### src/rtl/nibble_serial_add_ctrl_pkg.sv
// rtl/nibble_serial_add_ctrl_pkg.sv - shared constants, state type and sizing helper for the nibble-serial adder
//
// Purpose: common definitions imported by the controller and its adder slice.
//   SLICE_W   : bits processed per RUN cycle
//   state_t   : controller states (IDLE, RUN, DONE)
//   idx_width : width of the nibble index register for a given operand width
package nibble_serial_add_ctrl_pkg;

  localparam int SLICE_W = 4;

  typedef enum logic [1:0] {
    IDLE = 2'd0,
    RUN  = 2'd1,
    DONE = 2'd2
  } state_t;

  // Enough bits to count nibbles 0 .. width/SLICE_W-1; never narrower than one bit.
  function automatic int idx_width(input int width);
    int nibbles;
    nibbles = width / SLICE_W;
    return (nibbles > 1) ? $clog2(nibbles) : 1;
  endfunction

endpackage

### src/rtl/add_slice_4.sv
// rtl/add_slice_4.sv - combinational 4-bit ripple adder slice built from full-adder cells
//
// Purpose: adds one nibble of each operand plus a carry-in.
// Ports:
//   a, b : operand nibbles
//   ci   : carry into bit 0
//   s    : nibble sum
//   co   : carry out of bit 3
//   c3   : carry into bit 3 (XOR with co gives signed overflow on the top slice)
module add_slice_4
  import nibble_serial_add_ctrl_pkg::*;
(
  input  logic [SLICE_W-1:0] a,
  input  logic [SLICE_W-1:0] b,
  input  logic               ci,
  output logic [SLICE_W-1:0] s,
  output logic               co,
  output logic               c3
);

  // c[i] is the carry into bit i; c[SLICE_W] leaves the slice.
  logic [SLICE_W:0] c;

  assign c[0] = ci;

  for (genvar i = 0; i < SLICE_W; i++) begin : g_cell
    full_adder u_fa (
      .a  (a[i]),
      .b  (b[i]),
      .ci (c[i]),
      .s  (s[i]),
      .co (c[i+1])
    );
  end

  assign co = c[SLICE_W];
  assign c3 = c[SLICE_W-1];

endmodule

### src/rtl/full_adder.sv
// rtl/full_adder.sv - single-bit full-adder cell
//
// Purpose: one-bit sum and carry from two operand bits and a carry-in.
// Ports:
//   a, b : operand bits
//   ci   : carry in
//   s    : sum bit
//   co   : carry out
module full_adder (
  input  logic a,
  input  logic b,
  input  logic ci,
  output logic s,
  output logic co
);

  logic p;

  assign p  = a ^ b;
  assign s  = p ^ ci;
  assign co = (a & b) | (p & ci);

endmodule

### src/rtl/nibble_serial_add_ctrl.sv
// rtl/nibble_serial_add_ctrl.sv - nibble-serial add/subtract controller using one 4-bit slice
//
// Purpose: computes a+b+cin or a-b over WIDTH/4 RUN cycles, one nibble per cycle,
//          LSB nibble first, then pulses done for one cycle.
// Ports:
//   clk   : clock, rising edge
//   rst_n : synchronous active-low reset
//   start : operation request, sampled only while ready
//   sub   : 0 = add with carry-in, 1 = subtract (a + ~b + 1)
//   a, b  : operands
//   cin   : carry-in for add
//   ready : high in IDLE
//   busy  : high in RUN
//   done  : one-cycle pulse in DONE
//   sum   : result, held until the next accepted start
//   cout  : final carry (subtract: 1 = no borrow)
//   ovf   : two's-complement signed overflow
module nibble_serial_add_ctrl
  import nibble_serial_add_ctrl_pkg::*;
#(
  parameter int WIDTH = 16
) (
  input  logic             clk,
  input  logic             rst_n,
  input  logic             start,
  input  logic             sub,
  input  logic [WIDTH-1:0] a,
  input  logic [WIDTH-1:0] b,
  input  logic             cin,
  output logic             ready,
  output logic             busy,
  output logic             done,
  output logic [WIDTH-1:0] sum,
  output logic             cout,
  output logic             ovf
);

  localparam int NIBBLES = WIDTH / SLICE_W;
  localparam int IDX_W   = idx_width(WIDTH);
  localparam int SHIFT_W = $clog2(SLICE_W);
  localparam logic [IDX_W-1:0] LAST_IDX = IDX_W'(NIBBLES - 1);

  state_t state;
  state_t state_next;

  logic [WIDTH-1:0] a_r;
  logic [WIDTH-1:0] b_r;
  logic             sub_r;
  logic             carry_r;
  logic [IDX_W-1:0] idx_r;
  logic [WIDTH-1:0] sum_r;
  logic             cout_r;
  logic             ovf_r;

  // Control strobes decoded by the FSM.
  logic accept;
  logic step;
  logic last;

  // Slice connections.
  logic [SLICE_W-1:0] slice_a;
  logic [SLICE_W-1:0] slice_b;
  logic [SLICE_W-1:0] slice_s;
  logic               slice_co;
  logic               slice_c3;

  // Bit offset of the current nibble; widths line up so the part-select index is exact.
  logic [IDX_W+SHIFT_W-1:0] bit_off;

  assign bit_off = {idx_r, {SHIFT_W{1'b0}}};

  // ---------------------------------------------------------------------------
  // FSM
  // ---------------------------------------------------------------------------
  always_ff @(posedge clk) begin
    if (!rst_n) begin
      state <= IDLE;
    end else begin
      state <= state_next;
    end
  end

  always_comb begin
    state_next = state;
    ready      = 1'b0;
    busy       = 1'b0;
    done       = 1'b0;
    accept     = 1'b0;
    step       = 1'b0;
    last       = 1'b0;
    case (state)
      IDLE: begin
        ready = 1'b1;
        if (start) begin
          accept     = 1'b1;
          state_next = RUN;
        end
      end
      RUN: begin
        busy = 1'b1;
        step = 1'b1;
        if (idx_r == LAST_IDX) begin
          last       = 1'b1;
          state_next = DONE;
        end
      end
      DONE: begin
        done       = 1'b1;
        state_next = IDLE;
      end
      default: begin
        state_next = IDLE;
      end
    endcase
  end

  // ---------------------------------------------------------------------------
  // Datapath
  // ---------------------------------------------------------------------------
  assign slice_a = a_r[bit_off +: SLICE_W];
  // Subtract feeds ~b; the +1 comes from the carry register preset on entry.
  assign slice_b = b_r[bit_off +: SLICE_W] ^ {SLICE_W{sub_r}};

  add_slice_4 u_slice (
    .a  (slice_a),
    .b  (slice_b),
    .ci (carry_r),
    .s  (slice_s),
    .co (slice_co),
    .c3 (slice_c3)
  );

  always_ff @(posedge clk) begin
    if (!rst_n) begin
      a_r     <= '0;
      b_r     <= '0;
      sub_r   <= 1'b0;
      carry_r <= 1'b0;
      idx_r   <= '0;
      sum_r   <= '0;
      cout_r  <= 1'b0;
      ovf_r   <= 1'b0;
    end else if (accept) begin
      a_r     <= a;
      b_r     <= b;
      sub_r   <= sub;
      carry_r <= sub ? 1'b1 : cin;
      idx_r   <= '0;
    end else if (step) begin
      sum_r[bit_off +: SLICE_W] <= slice_s;
      carry_r                   <= slice_co;
      idx_r                     <= idx_r + IDX_W'(1);
      if (last) begin
        cout_r <= slice_co;
        // Carry into the MSB differs from carry out of it exactly on signed overflow.
        ovf_r  <= slice_c3 ^ slice_co;
      end
    end
  end

  assign sum  = sum_r;
  assign cout = cout_r;
  assign ovf  = ovf_r;

endmodule

### config.mk
export PLATFORM = sky130hd
export DESIGN_NAME = nibble_serial_add_ctrl
export DESIGN_NICKNAME = d
export VERILOG_FILES = /design/src/rtl/nibble_serial_add_ctrl_pkg.sv /design/src/rtl/add_slice_4.sv /design/src/rtl/full_adder.sv /design/src/rtl/nibble_serial_add_ctrl.sv
export SDC_FILE = /design/constraint.sdc
export NUM_CORES = 1
export LEC_CHECK = 0
export BUFFER_PORTS_ARGS = -buffer_cell sky130_fd_sc_hd__buf_2
export CAP_MARGIN = 10
export CORE_UTILIZATION = 53
export DETAILED_ROUTE_END_ITERATION = 10
export GPL_TIMING_DRIVEN = 1
export PLACE_DENSITY = 0.91
export SYNTH_ARGS = -nofsm -noshare
export SYNTH_HDL_FRONTEND = slang
export SYNTH_SLANG_ARGS = --single-unit
### constraint.sdc
create_clock -name clk -period 4.55 [get_ports clk]
set_input_delay 0.455 -clock clk [delete_from_list [all_inputs] [get_ports clk]]
set_output_delay 0.455 -clock clk [all_outputs]
set_load 0.02 [all_outputs]
Word level (Yosys, flattened, before mapping)
Cells that the tools add are included.

Add/subtract/negate cells: 2. $mul: 0. Divide/modulo/power cells: 0. Magnitude comparators: 0. Eq/ne operators: 5. Shifts and indexed selects: 4. Mux-type cells: 14. Bitwise logic cells: 24. Reduce and logical (&&, ||, !) cells: 6.

Operators with widths (count): indexed part select 16 x 5 -> 4 bit (2); bitwise mux 16 bit (1); variable shift 4 x 6 -> 16 bit (first input constant) (1); indexed part select 4 x 6 -> 16 bit (1); 2-to-1 mux 1 bit (10); XOR 1 bit (9); AND 1 bit (8); negator 4 -> 6 bit (1); == test 2 bit (second input constant) (2); 2-to-1 mux 2 bit (2); inequality test 2 bit (second input constant) (2); OR 1 bit (4); one-hot mux 2 bit (2 select lines) (1); AND reduction 2 bit (2); XOR 4 bit (1); AND reduction 3 bit (1); adder 2 x 1 -> 2 bit (second input constant) (1); == test 2 x 1 -> 1 bit (second input constant) (1); zero test 2 bit (1); NOT 1 bit (2); nonzero test 2 bit (1); OR reduction 2 bit (1).

Flip-flop bits (word level): 56. Bits in latches: 0. Memory bits (writable): 0. Memory bits (read-only): 0. Input bits: 37. Output and inout bits: 21. Logic and storage cells: 64. Memories: 0.

Longest topological paths before layout
Word-level depth: 13. Gate-level depth with buffers: 10.

Cells and area by module
A second synthesis with hierarchy kept.

Cells, all modules: 273. Area total of the unflattened synthesis: 2548.7 sq um.

Modules (own cells, without submodules): nibble_serial_add_ctrl (instances 1, cells an instance 269, area an instance 2468.6 sq um, seq. area each 1121.1 sq um); full_adder (instances 4, cells an instance 1, area an instance 20.0 sq um, seq. area each 0.0 sq um).

Worst setup path after synthesis
OpenSTA, ideal clock, no wires.

Kind: reg2reg. Start point: reg idx_r[0]. End point: reg sum_r[11] (netlist: sum[11]). Data arrival time: 3157 ps. Required time: 4433 ps. Slack: 1276 ps. Cell stages (with the launch flop): 10. Buffers on the path: 0. Path through: dfxtp_1 > mux4_2 > xnor2_1 > fa_1 > fa_1 > fa_1 > fa_1 > nand2b_1 > inv_1 > a32o_1.

Word-level cells in the longest chain between the ends: 12. Elaborated cells on any way between the ends: 24.

Ends and longest elaborated chain: from (decl) (line nibble_serial_add_ctrl.sv:50) `logic [IDX_W-1:0] idx_r;`; from (signal assigned) (line nibble_serial_add_ctrl.sv:152) `idx_r <= idx_r + IDX_W'(1);`; indexed part select 16 x 5 -> 4 bit (line nibble_serial_add_ctrl.sv:122) `assign slice_b = b_r[bit_off +: SLICE_W] ^ {SLICE_W{sub_r}};`; XOR 4 bit (line nibble_serial_add_ctrl.sv:122); XOR 1 bit (line full_adder.sv:19) `assign p = a ^ b;`; AND 1 bit (line full_adder.sv:21) `assign co = (a & b) | (p & ci);`; OR 1 bit (line full_adder.sv:21); AND 1 bit (line full_adder.sv:21); OR 1 bit (line full_adder.sv:21); AND 1 bit (line full_adder.sv:21); OR 1 bit (line full_adder.sv:21); XOR 1 bit (line full_adder.sv:20) `assign s = p ^ ci;`; indexed part select 4 x 6 -> 16 bit (line nibble_serial_add_ctrl.sv:150) `sum_r[bit_off +: SLICE_W] <= slice_s;`; bitwise mux 16 bit * (line nibble_serial_add_ctrl.sv:150); to (signal, indexed assignment) (line nibble_serial_add_ctrl.sv:150); to (decl) (line nibble_serial_add_ctrl.sv:51) `logic [WIDTH-1:0] sum_r;`.

Mark *: on every way between the ends. The rest lies on a longest branch, timed or not. A chain may end at the register's enable or synchronous reset.

Worst setup path in the final report
Ends and elaborated chain as after synthesis.

==> results by group <==
Run status
  – Status: finished, violations left
  – Failing checks: design-rule violations

Detailed routing
  – WL per Instance: 13.6 um
  – Via density: 5.38
  – DR pass1 iterations: 7
  – Via count: 2,011
  – WL final: just over 5000 um
  – DRC viols: 11
  – Antenna Violating Nets Remaining: 0
  – First DRT Iteration DRCs: 94

Run
  – MaxCap Viol Count: 0

Clocking
  – Worst skew pair latency: 0.31 ns
  – Cts hold-fix bufs: 0
  – CTS Buf Count: 5
  – Post-CTS setup buffer count: 0
  – TritonCTS clock tree: yes
  – Clock sink total: 56
  – H-tree depth: 2
  – CTS max path bufs: 2
  – Post-CTS sizing: 0
  – Worst-path clk slew: about 0.1 ns
  – Root buf cell: clkbuf_8

Placed design
  – Port Buffer Count: 57
  – Post-detail-place hpwl: roughly 3600 um
  – Routability cong.: 0.829
  – Dpl cell area: roughly 0.0028 mm2

Critical path
  – WP buf/inv: 1
  – Nature of the critical path startpoint: flop
  – CP Data Arrival Time: 3.52 ns
  – Crit-path cells: mux4_2 -> xnor2_1 -> fa_1 -> fa_1 -> fa_1 -> fa_1 -> nand2b_1 -> inv_1 -> a32o_1
  – Slowest CP cell: mux4_2
  – Crit. path cell count: 9
  – Worst R2R Path Depth: 9
  – CP Data Required Time: 4.76 ns
  – Max incr delay on CP: between 0.5 and 0.6 ns
  – Setup crit end kind: flop
  – CP Class: flop to flop
  – Cell mode on critical path: fa_1
  – Cell family with most CP delay: adder cells
  – Worst Path Max Fanout: 4

Finish
  – N_diodes: 0
  – FF+latch area: 0.00112 mm2
  – Area grow syn2layout: 15.2%
  – Layout cells sized above 1: around a quarter
  – Final net count: approximately 370
  – Final core utilization: 64.8%
  – Filler instances: ~370
  – Multi-input logic area: 0.00122 mm2
  – Final Cell Area: between 0.002 and 0.003 mm2

STA
  – Final min period: 3.31 ns
  – Worst-margin pin slew: 1.09 ns
  – RSZ-0062 raised after global routing: no
  – Highest Clock Rate: 302 MHz
  – Clk_skew: 0.00536 ns
  – Setup-failing EPs final: 0
  – Max-slew violations: 0
  – Max-slew headroom: 27.1%
  – Period utilisation layout: 72.7%
  – Sum of negative setup slack: 0 ns
  – Final hold viol count: 0

GRT
  – Grt ovf: 0
  – Vias in the first global route: 2,015
  – Largest net degree at the start of global routing: 38
  – GRT Total Usage: 22.7%
  – Initial antenna violation count: 0
  – First-pass GRT wire length: 8970 um

Floorplanning
  – Die area: 0.00500 mm2
  – IO Count: just under 60
  – Die height: 70.7 um
  – Chip width: 70.7 um
  – Initial core utilization: 56.3%
  – Core Region: 0.00444 mm2
  – Row cnt: 24

Synth
  – Seq/Total Area, Yosys: 44.8%
  – Avg Cell Area, Syn: slightly above 9 um2
  – Synth Instances: between 200 and 300
  – Post-Syn Nets: 317
  – Synth Register Bits: between 50 and 60
  – Synth cell types: 33
  – Cell area after synthesis: 0.00250 mm2
  – Warnings, synthesis: 0

Power and ir drop
  – VDD IR-drop max: between 0.0002 and 0.0003 V
  – Power Total: 0.000992 W
  – Static leakage: 1.19 nW
  – Power density cells: 344 mW/mm2

Min path
  – Hold path cells: 3
  – Min-delay worst type: primary input to flop
stage by stage:
step                hold slack, ns  setup slack (ns)  cells
finish                       0.376              1.24    374
global route                 0.370              1.08    374
CTS                          0.366              1.24    373
detailed placement           0.444              1.28    365
global placement             0.440              1.35    365
floorplan                    0.433              1.28    270
state kept, by name, summed over array words and instances (netlist names):
name,count
sub_r,1
sum,16
a_r,16
b_r,16
cout,1
idx_r,2
ovf,1
carry_r,1
state,2
worst paths after layout:
kind	from	endpoint	slack, ns
worst max-delay path	idx_r[0]$_SDFFE_PP0P_	sum[11]$_SDFFE_PN0P_	1.24
worst min-delay path	b[7]	b_r[7]$_SDFFE_PN0P_	0.38
worst max register to register	idx_r[0]$_SDFFE_PP0P_	sum[11]$_SDFFE_PN0P_	1.24
worst min register to register	b_r[11]$_SDFFE_PN0P_	b_r[11]$_SDFFE_PN0P_	0.46
kinds of logic after synthesis:
kind of cell,share of synthesized area (%)
buffers and inverters,6.25
AOI/OAI and AO/OA,14.4
and+or+nand+nor,18.7
adders and majority gates,6.20
muxes,7.60
xor gates and xnor gates,2.10
DFF,44.8
synthesized netlist by cell type:
master     n  area (um2)
nand2_1   82         308
dfxtp_1   56        1120
a21oi_1   36         180
inv_1     11        41.3
mux4_2     8         180
o32ai_1    8        70.1
buf_6      6        67.6
ha_1       6        75.1
nand2b_1   6        37.5
xnor2_1    6        52.6
buf_2      5        25.0
nor2_1     5        18.8
a32o_1     4        40.0
clkbuf_1   4        15.0
fa_1       4        80.1
o22ai_1    4        25.0
a311oi_1   2        17.5
and2_1     2        12.5
a21oi_2    1        8.76
a221o_1    1        10.0
and2b_1    1        7.51
and3_1     1        6.26
and3b_1    1        8.76
and4_1     1        8.76
buf_1      1        3.75
inv_2      1        3.75
mux2i_1    1        10.0
nand3_1    1        5.00
nor2b_4    1        13.8
nor3b_2    1        12.5
nor3b_4    1        18.8
o21bai_1   1        7.51
or3b_1     1        8.76
report_power, final:
part	internal, W	switching [W]
Sequential	0.000513	0.0000130
Clock	0.000163	0.000158
Combinational	0.0000608	0.0000835
Total	0.000737	0.000255
area by class of cell:
cell class	instances	share of cell area, %
tap	52	2.26
multi-input combinational	186	42.5
clock inverter	3	1.48
timing repair buffer	60	10.9
clock buffer	5	2.39
inverter	12	1.56
sequential	56	38.9
layout by cell type, fill, tap and decap left out, types with 5 or more instances in the layout:
cell type  netlist  routed
nand2_1         82      82
buf_2            5      57
dfxtp_1         56      56
a21oi_1         36      36
inv_1           11      11
mux4_2           8       8
o32ai_1          8       8
xnor2_1          6       6
nand2b_1         6       6
ha_1             6       6
nor2_1           5       5
clkbuf_8         0       5
tightest hold or removal path, delay by kind of cell:
family / cells / cell delay, ns
AO/OA/AOI/OAI: 1 / 0.05
buffers and inverters: 1 / 0.10
AND/OR/NAND/NOR: 1 / 0.04
layer usage:
metal	vias to the layer above	track usage, %	share of wire (%)
met5	-	0	0
met4	0	10.9	2.4
met3	12	4.84	3.8
met2	53	38.4	49
met1	927	27.7	45
li1	1019	-	-
Note: power is estimated with default switching activity, not from simulation.
